<file path="src/rtl/i2s_pkg.sv">
// Shared types and helpers for the I2S transmitter.
package i2s_pkg;

    typedef enum logic [1:0] {
        IDLE     = 2'd0,
        RUN      = 2'd1,
        STOPPING = 2'd2
    } state_t;

    // Bits per stereo frame: left slot followed by right slot.
    function automatic int unsigned frame_width(input int unsigned data_width);
        return 2 * data_width;
    endfunction

endpackage

</file>
<file path="src/rtl/i2s_tx_fifo.sv">
// Two-entry FIFO of stereo frames; pop reads the head combinationally, no bypass.
module i2s_tx_fifo #(
    parameter int unsigned WIDTH = 32
) (
    input  logic             clk,
    input  logic             rst,
    input  logic             push,
    input  logic [WIDTH-1:0] push_data,
    input  logic             pop,
    output logic [WIDTH-1:0] pop_data,
    output logic             ready,
    output logic             empty
);

    logic [WIDTH-1:0] mem [2];
    logic             wr_ptr;
    logic             rd_ptr;
    logic [1:0]       count;
    logic [1:0]       count_next;
    logic             do_push;
    logic             do_pop;

    // ready is the registered "not full" flag, held low through reset.
    assign do_push  = push & ready;
    assign do_pop   = pop & ~empty;
    assign pop_data = mem[rd_ptr];

    always_comb begin
        count_next = count + 2'(do_push) - 2'(do_pop);
    end

    always_ff @(posedge clk) begin
        if (rst) begin
            wr_ptr <= 1'b0;
            rd_ptr <= 1'b0;
            count  <= 2'd0;
            ready  <= 1'b0;
            empty  <= 1'b1;
        end else begin
            if (do_push) wr_ptr <= ~wr_ptr;
            if (do_pop)  rd_ptr <= ~rd_ptr;
            count <= count_next;
            ready <= (count_next != 2'd2);
            empty <= (count_next == 2'd0);
        end
    end

    always_ff @(posedge clk) begin
        if (do_push) mem[wr_ptr] <= push_data;
    end

endmodule

</file>
<file path="src/rtl/i2s_tx.sv">
// I2S master transmitter with 2-entry frame FIFO and one-SCK data delay.
// Optional underrun reporting ports are enabled by defining I2S_TX_UNDERRUN_EN.
module i2s_tx
    import i2s_pkg::*;
#(
    parameter int unsigned DATA_WIDTH = 16,
    parameter int unsigned SCK_DIV    = 4
) (
    input  logic                  i_sys_clk,
    input  logic                  i_sys_rst,
    input  logic                  i_enable,
    input  logic                  i_valid,
    output logic                  o_ready,
    input  logic [DATA_WIDTH-1:0] i_left_data,
    input  logic [DATA_WIDTH-1:0] i_right_data,
    output logic                  o_sck,
    output logic                  o_ws,
    output logic                  o_sd
`ifdef I2S_TX_UNDERRUN_EN
    ,
    output logic                  o_underrun,
    output logic [7:0]            o_underrun_cnt
`endif
);

    localparam int unsigned FW    = frame_width(DATA_WIDTH);
    localparam int unsigned BW    = $clog2(FW);
    localparam int unsigned DIV_W = (SCK_DIV > 1) ? $clog2(SCK_DIV) : 1;

    state_t            state;
    state_t            state_next;
    logic [DIV_W-1:0]  div_cnt;
    logic [BW-1:0]     bit_cnt;
    logic [BW-1:0]     bit_next;
    logic              sck;
    logic              ws;
    logic [FW-1:0]     shreg;
    logic [FW-1:0]     fifo_data;
    logic              fifo_empty;
    logic              fifo_ready;
    logic              tc_c;
    logic              fall_c;
    logic              load_c;
    logic              pop_c;

    i2s_tx_fifo #(.WIDTH(FW)) u_fifo (
        .clk       (i_sys_clk),
        .rst       (i_sys_rst),
        .push      (i_valid & fifo_ready),
        .push_data ({i_left_data, i_right_data}),
        .pop       (pop_c),
        .pop_data  (fifo_data),
        .ready     (fifo_ready),
        .empty     (fifo_empty)
    );

    assign o_ready = fifo_ready;
    assign o_sck   = sck;
    assign o_ws    = ws;
    assign o_sd    = shreg[FW-1];

    // Divider terminal count, SCK fall event and frame-load event.
    assign tc_c   = (div_cnt == DIV_W'(SCK_DIV - 1));
    assign fall_c = tc_c & sck;
    assign load_c = fall_c & (bit_cnt == '0);

    always_comb begin
        bit_next = (bit_cnt == BW'(FW - 1)) ? '0 : bit_cnt + BW'(1);
    end

    always_ff @(posedge i_sys_clk) begin
        if (i_sys_rst) state <= IDLE;
        else           state <= state_next;
    end

    always_comb begin
        state_next = state;
        pop_c      = 1'b0;
        case (state)
            IDLE: begin
                if (i_enable && !fifo_empty) state_next = RUN;
            end
            RUN: begin
                pop_c = load_c & ~fifo_empty;
                if (!i_enable) state_next = STOPPING;
            end
            STOPPING: begin
                if (load_c) state_next = IDLE;
            end
            default: state_next = IDLE;
        endcase
    end

    // Serial clock, slot counter and shift register; all held at zero in IDLE.
    always_ff @(posedge i_sys_clk) begin
        if (i_sys_rst || state == IDLE) begin
            div_cnt <= '0;
            bit_cnt <= '0;
            sck     <= 1'b0;
            ws      <= 1'b0;
            shreg   <= '0;
        end else begin
            if (tc_c) begin
                div_cnt <= '0;
                sck     <= ~sck;
            end else begin
                div_cnt <= div_cnt + DIV_W'(1);
            end
            if (fall_c) begin
                if (state == STOPPING && load_c) begin
                    bit_cnt <= '0;
                    sck     <= 1'b0;
                    ws      <= 1'b0;
                    shreg   <= '0;
                end else begin
                    bit_cnt <= bit_next;
                    ws      <= (bit_next >= BW'(DATA_WIDTH));
                    if (load_c) shreg <= fifo_empty ? '0 : fifo_data;
                    else        shreg <= {shreg[FW-2:0], 1'b0};
                end
            end
        end
    end

`ifdef I2S_TX_UNDERRUN_EN
    logic underrun_c;

    assign underrun_c = (state == RUN) & load_c & fifo_empty;

    always_ff @(posedge i_sys_clk) begin
        if (i_sys_rst) begin
            o_underrun     <= 1'b0;
            o_underrun_cnt <= 8'd0;
        end else begin
            o_underrun <= underrun_c;
            if (underrun_c && o_underrun_cnt != 8'hFF) o_underrun_cnt <= o_underrun_cnt + 8'd1;
        end
    end
`endif

endmodule
</file>
<file path="config.mk">
export PLATFORM = sky130hd
export DESIGN_NAME = i2s_tx
export DESIGN_NICKNAME = d
export VERILOG_FILES = /design/src/rtl/i2s_pkg.sv /design/src/rtl/i2s_tx_fifo.sv /design/src/rtl/i2s_tx.sv
export SDC_FILE = /design/constraint.sdc
export NUM_CORES = 1
export LEC_CHECK = 0
export CAP_MARGIN = 25
export CORE_ASPECT_RATIO = 0.75
export CORE_MARGIN = 2
export CORE_UTILIZATION = 42
export DETAILED_ROUTE_END_ITERATION = 7
export PLACE_DENSITY = 0.7
export SLEW_MARGIN = 25
export SYNTH_ARGS = -nofsm -noshare
export SYNTH_HDL_FRONTEND = slang
export SYNTH_SLANG_ARGS = --single-unit
</file>
<file path="constraint.sdc">
create_clock -name i_sys_clk -period 2.9 [get_ports i_sys_clk]
set_input_delay 0.58 -clock i_sys_clk [delete_from_list [all_inputs] [get_ports i_sys_clk]]
set_output_delay 0.58 -clock i_sys_clk [all_outputs]
set_load 0.005 [all_outputs]
</file>
==> results.md, run 1 <==
- DRC viols: 0
- Vias per inst: 4.93
- Mapped Avg Cell Area: 12.5 µm²
- Overflow after GRT: 0
- Crit start category: register
- P_leak: 2.15 nW
- Initial core utilization: 43.2%
- Worst rel slew slack: 63.5%
- Post-synth EDFFs: 64
- Clock Tree Buf Depth: 2
- Setup tns final: 0 ps
- Vias: 2714
- Req. time, crit path: 3240 ps
- Ant diodes: 0
- Slew @ Worst Pin: approximately 550 ps
- Largest net degree at the start of global routing: 34
- Final Max Slew Viols: 0
- Flop and latch count out of synthesis: ~110
- Clk pwr share: a little over half
- Worst-skew pair later-pin latency: 400 ps
- RSZ-0062 raised after global routing: false
- Total power: between 0.004 and 0.005 W
- Reg power frac: 41.7%
- Pwr/cell area: about 750 nW/µm²
- Switching share of power: between 10% and 20%
- Final Skew: 6.48 ps
- Final Cycle Share: 87.8%
- Die area: 11400 µm²
- Clock transition at path regs: 50 ps
- Nets@finish: 444
- CTS resizes: 0
- Status: finished, final reports clean
- Dpl ws: 353 ps
- Post-CTS Hold Buffers: 0
- Pint: between 0.003 and 0.004 W
- Top cells by area, synth: edfxtp_1, dfxtp_1, mux2i_1, nor2_1, o21ai_0
- CP Max Fanout: 13
- WL final: 7910 µm
- VDD IR max: around 640 µV
- Num rows: 32
- Final core occ: 54.9%
- Core area: between 10000 and 15000 µm²
- Crit path kind: reg2reg
- CTS buffer count: 17
- Post-DP Area: 4980 µm²
- # setup viols final: 0
- Critical Path End Type: register
- Fraction of layout cells with a size suffix above 1: 10.4%
- Post-Synthesis Net Count: 398
- Detailed placement HPWL: 4750 µm
- DR iter-0 viols: 125
- Worst Path Arrival: 2880 ps
- Synthesized cell area: 4450 µm²
- Logic gate share of total power: ~3.8%
- Post-synth top area cell: edfxtp_1
- Sink Count: about 110
- Final Cell Area: 5650 µm²
- Die width: 123 µm
- DR pass1 iterations: 4
- Max_cap viols: 0
- Die Span Y: between 90 and 100 µm
- Top_reg_cell synth: edfxtp_1
- Vias in the first global route: ~2800
- Yosys Warn Count: 0
- Routed Antenna Nets: 0
- Yosys cell types: 32
- H-Tree Depth: 4
- DR WL/cell: between 10 and 15 µm
- Sw power: 0.000789 W
- Post-synth ARST share: 0%
- Global-route wire length before repair: roughly 13000 µm
- Endpoints failing hold: 0
- CTS tree: done
- Post-synth top area share: 43.2%
- PortBufs: 39
- Peak Freq: just under 0.4 GHz
- Post-synthesis cell count: 355
- Initial antenna violation count: 0
- Post-synthesis sequential area ratio: 65.3%
- IO Count: 40
- GRT Util Overall: 15.2%
- Final WS setup: 353 ps
- Area delta synth->final: 27.1%
- Root Buffer: clkbuf_16
- Final GP Congestion: 0.809
- Minimum clock period: between 2000 and 3000 ps
- Post-CTS setup buffer count: 0
- Hold crit path type: reg2reg
==> layout by cell type, fill, tap and decap left out, types with 2 or more instances in the layout <==
cell	instances
clkdlybuf4s50_1	39
xor2_1	3
inv_1	8
and3_1	2
nand3_1	3
nand2_1	33
nor2b_1	4
nor2_1	39
nand2b_1	5
edfxtp_1	64
nor2_2	2
a21oi_1	5
buf_4	7
clkbuf_16	19
bufinv_16	4
ha_1	7
o21ai_0	28
mux2i_1	63
clkbuf_1	2
nand4b_1	2
clkbuf_8	3
o21ai_1	4
clkinv_2	3
dfxtp_1	48
xnor2_1	2
==> critical path, stage by stage (launching register included) <==
cell     delay (ps)
dfxtp_1         340
ha_1            210
ha_1            420
nor2b_1         280
and4b_1         270
ha_1            240
inv_1            50
ha_1            140
xor2_1          180
xnor2_1         170
nor2_1           80
nor2_1          110
==> layer usage <==
metal	track usage, %	part of all wire, %
met5	0	0
met4	6.13	1.4
met3	5.73	4.4
met2	23.5	46
met1	19.1	48
==> power groups by stage <==
| stage | combinational [W] | sequential, W | clock [W] |
|---|---|---|---|
| after CTS | 0.000164 | 0.00176 | 0.00232 |
| after detailed placement | 0.000163 | 0.00179 | 0 |
| final | 0.000160 | 0.00176 | 0.00230 |
| after global placement | 0.000158 | 0.00179 | 0 |
| after global routing | 0.000177 | 0.00176 | 0.00242 |
| after floorplan | 0.0000772 | 0.00179 | 0 |
==> metrics by stage <==
| step | hold WS, ps | instances |
|---|---|---|
| CTS | 449 | 550 |
| global placement | 414 | 518 |
| floorplan | 408 | 355 |
| finish | 446 | 550 |
| detailed placement | 442 | 518 |
| global route | 464 | 550 |
==> cells by family (layout without fill, tap and decap cells) <==
| kind of cell | after synthesis | after routing | synth area share (%) |
|---|---|---|---|
| simple gates | 99 | 99 | 10.0 |
| compound gates | 41 | 41 | 4.95 |
| flops | 113 | 113 | 65.3 |
| buf+inv | 27 | 86 | 2.62 |
| mux | 63 | 63 | 14.2 |
| xor+xnor | 5 | 5 | 0.985 |
| fa+ha+maj | 7 | 7 | 1.97 |
==> state kept, by name, summed over array words and instances, names as in the netlist, named ones only <==
signal	cells
u_fifo.mem	64
o_sck	1
shreg	32
u_fifo.wr_ptr	1
state	2
div_cnt	2
u_fifo.rd_ptr	1
bit_cnt	5
u_fifo.ready	1
u_fifo.count	2
u_fifo.empty	1
==> synthesized netlist by cell type (4+ instances only) <==
library cell and instances:
edfxtp_1 64, mux2i_1 63, dfxtp_1 49, nor2_1 41, nand2_1 34, o21ai_0 28
buf_2 9, inv_1 8, clkbuf_1 7, ha_1 7, a21oi_1 5, nand2b_1 5
nor2b_1 4, o21ai_1 4
==> final cells by class <==
type,count,area (µm²)
Tap cell,136,170
Multi-Input combinational cell,215,1440
Inverter,8,30.0
Clock inverter,8,144
Timing Repair Buffer,46,443
Sequential cell,113,2900
Clock buffer,24,524
Fill cell,834,4640
==> worst paths after layout <==
kind | startpoint | to | slack [ps] | cells after the start
setup / recovery | div_cnt[0]$_SDFF_PP0_ | u_fifo.empty$_SDFF_PP1_ | 350 | 11
setup reg to reg | div_cnt[0]$_SDFF_PP0_ | u_fifo.empty$_SDFF_PP1_ | 350 | 11
hold reg to reg | shreg[23]$_SDFFE_PP0P_ | shreg[23]$_SDFFE_PP0P_ | 450 | 2
hold / removal | shreg[23]$_SDFFE_PP0P_ | shreg[23]$_SDFFE_PP0P_ | 450 | 2
Note: power is estimated with default switching activity, not from simulation.
==> run 2: changes to the inputs <==
--- a/config.mk
+++ b/config.mk
@@ -8,9 +8,10 @@
 export CAP_MARGIN = 25
 export CORE_ASPECT_RATIO = 0.75
 export CORE_MARGIN = 2
-export CORE_UTILIZATION = 42
+export CORE_UTILIZATION = 50
 export DETAILED_ROUTE_END_ITERATION = 7
-export PLACE_DENSITY = 0.7
+export HOLD_SLACK_MARGIN = 0.03
+export PLACE_DENSITY = 0.8
 export SLEW_MARGIN = 25
 export SYNTH_ARGS = -nofsm -noshare
 export SYNTH_HDL_FRONTEND = slang
==> run 2 against run 1 <==
Against the previous run:
- routed wire length decreased by 2.7%
- count of clock-buffer cells in the layout rose by 3
- setup slack improved by 25 ps
- clock power is 16% lower
- power fell by 8.6%
- the flow now finishes with violations (design-rule violations)
- via count grew 1.7%
- worst hold slack lost 15 ps
- combinational power hardly changed
- fmax up 0.98%
- register-to-register slack improved by 20 ps
- core utilization grew 9.5 points
- final cell count shrank 5.1%
==> results.md, run 2 (synthesis gave the netlist of run 1 again) <==
- Status: finished, violations left
- Violated checks: design-rule violations
- PortBufs: 39
- DR WL/cell: 14.7 µm
- Final GP Congestion: 0.840
- DRC viols: 1
- CTS resizes: 0
- Clock transition at path regs: about 50 ps
- CP Max Fanout: 13
- Final Cycle Share: 87.0%
- P_leak: between 2 and 2.5 nW
- Die area: 9670 µm²
- Crit path top cell by count: ha_1
- Sink Count: 113
- Overflow after GRT: 0
- Core area: 8560 µm²
- Fraction of layout cells with a size suffix above 1: 9.42%
- WL final: 7700 µm
- CTS buffer count: 17
- Initial antenna violation count: 0
- Initial core utilization: 51.9%
- Critical Path End Type: register
- Regs by FF count: u_fifo.mem: 64 flops, shreg: 32 flops, bit_cnt: 5 flops
- Area delta synth->final: 23.9%
- Vias per inst: 5.29
- Crit path kind: reg2reg
- GRT Util Overall: 17.6%
- Clock Tree Buf Depth: 2
- Worst Path Arrival: between 2000 and 3000 ps
- Post-CTS setup buffer count: 0
- Most frequent cells in the layout: edfxtp_1, mux2i_1, dfxtp_1
- Worst rel slew slack: between 50% and 60%
- Vias in the first global route: around 2800
- # setup viols final: 0
- Post-DP Area: 4950 µm²
- Minimum clock period: around 2500 ps
- Vias: between 2000 and 3000
- Detailed placement HPWL: 4420 µm
- Setup tns final: 0 ps
- Global-route wire length before repair: approximately 13000 µm
- Max_cap viols: 0
- Routed Antenna Nets: 0
- H-Tree Depth: 4
- Max reg flops: 64
- Final core occ: about 64%
- Req. time, crit path: 3180 ps
- Largest net degree at the start of global routing: 34
- Slew @ Worst Pin: 651 ps
- Most common cell after layout, fill and taps aside: edfxtp_1
- R2R setup slack: 380 ps
- Largest reg by FF count: u_fifo.mem
- Final Max Slew Viols: 0
- Root Buffer: clkbuf_16
- Final Cell Area: 5510 µm²
- CTS tree: done
- RSZ-0062 raised after global routing: false
- Slowest CP cell: ha_1
- Final Skew: 8.86 ps
- Die Span Y: 85.7 µm
- Worst-skew pair later-pin latency: 400 ps
- Worst path max stage delay: 410 ps
- Ant diodes: 0
- IO Count: 40
- DR pass1 iterations: 6
- Die width: 113 µm
- Peak Freq: a little under 0.4 GHz
- Hold crit path type: reg2reg
- Crit start category: register
- Nets@finish: 444
- Endpoints failing hold: 0
- Fillers: about 620
- Num rows: 29
- VDD IR max: 425 µV
- Critical path cell sequence: ha_1, ha_1, nor2b_1, and4b_1, ha_1, inv_1, ha_1, xor2_1, xnor2_1, nor2_1, nor2_1
- DR iter-0 viols: between 150 and 200
- Post-CTS Hold Buffers: 0
- Pwr/cell area: 699 nW/µm²
[run 2: cell types whose count changed in the layout (fill, tap and decap cells not counted)]
cell	delta
clkinv_2	+1
clkbuf_16	-1
clkinv_4	-1
bufinv_16	-3
clkbuf_1	+4
[run 2: layout make-up]
cell class	instances	area (µm²)	share of cell area [%]
well taps	108	135	2.45
inverters	8	30.0	0.545
multi-input cells	215	1440	26.0
flip-flops and latches	113	2900	52.7
clock inverters	5	50.0	0.908
clock buffers	27	514	9.33
repair buffers	46	443	8.04
[run 2: power by group]
part           switching (W)  internal (W)
combinational      0.0000852     0.0000740
sequential         0.0000130       0.00174
clock               0.000645       0.00129
[run 2: routing by layer]
| metal | vias up | part of all wire (%) | track usage, % |
|---|---|---|---|
| met5 | - | 0 | 0 |
| met4 | 0 | 0.60 | 7.65 |
| met3 | 5 | 4.6 | 5.80 |
| met2 | 55 | 49 | 29.0 |
| met1 | 1351 | 45 | 21.6 |
| li1 | 1350 | - | - |
[run 2: stage by stage]
| step | std cells | total power [W] | hold slack, ps | worst slack (ps) |
|---|---|---|---|---|
| after global routing | 522 | 0.00399 | 475 | 130 |
| after floorplan | 355 | 0.00186 | 408 | 458 |
| after global placement | 490 | 0.00194 | 414 | 551 |
| after detailed placement | 490 | 0.00195 | 421 | 407 |
| final | 522 | 0.00385 | 430 | 377 |
| after CTS | 522 | 0.00390 | 430 | 379 |
[run 2: final timing paths]
check | start | to | depth (start not counted)
max | div_cnt[0]$_SDFF_PP0_ | u_fifo.ready$_SDFF_PP0_ | 11
min | div_cnt[0]$_SDFF_PP0_ | div_cnt[0]$_SDFF_PP0_ | 1
max reg2reg | div_cnt[0]$_SDFF_PP0_ | u_fifo.ready$_SDFF_PP0_ | 11
min reg2reg | div_cnt[0]$_SDFF_PP0_ | div_cnt[0]$_SDFF_PP0_ | 1
[run 2: worst max-delay path: cells and delay by family, from the launching register on]
| family | cells | cell delay [ps] |
|---|---|---|
| flip-flops | 1 | 330 |
| AND/OR/NAND/NOR | 4 | 740 |
| buffers and inverters | 1 | 50 |
| adder cells (fa/ha/maj) | 4 | 990 |
| XOR/XNOR | 2 | 290 |
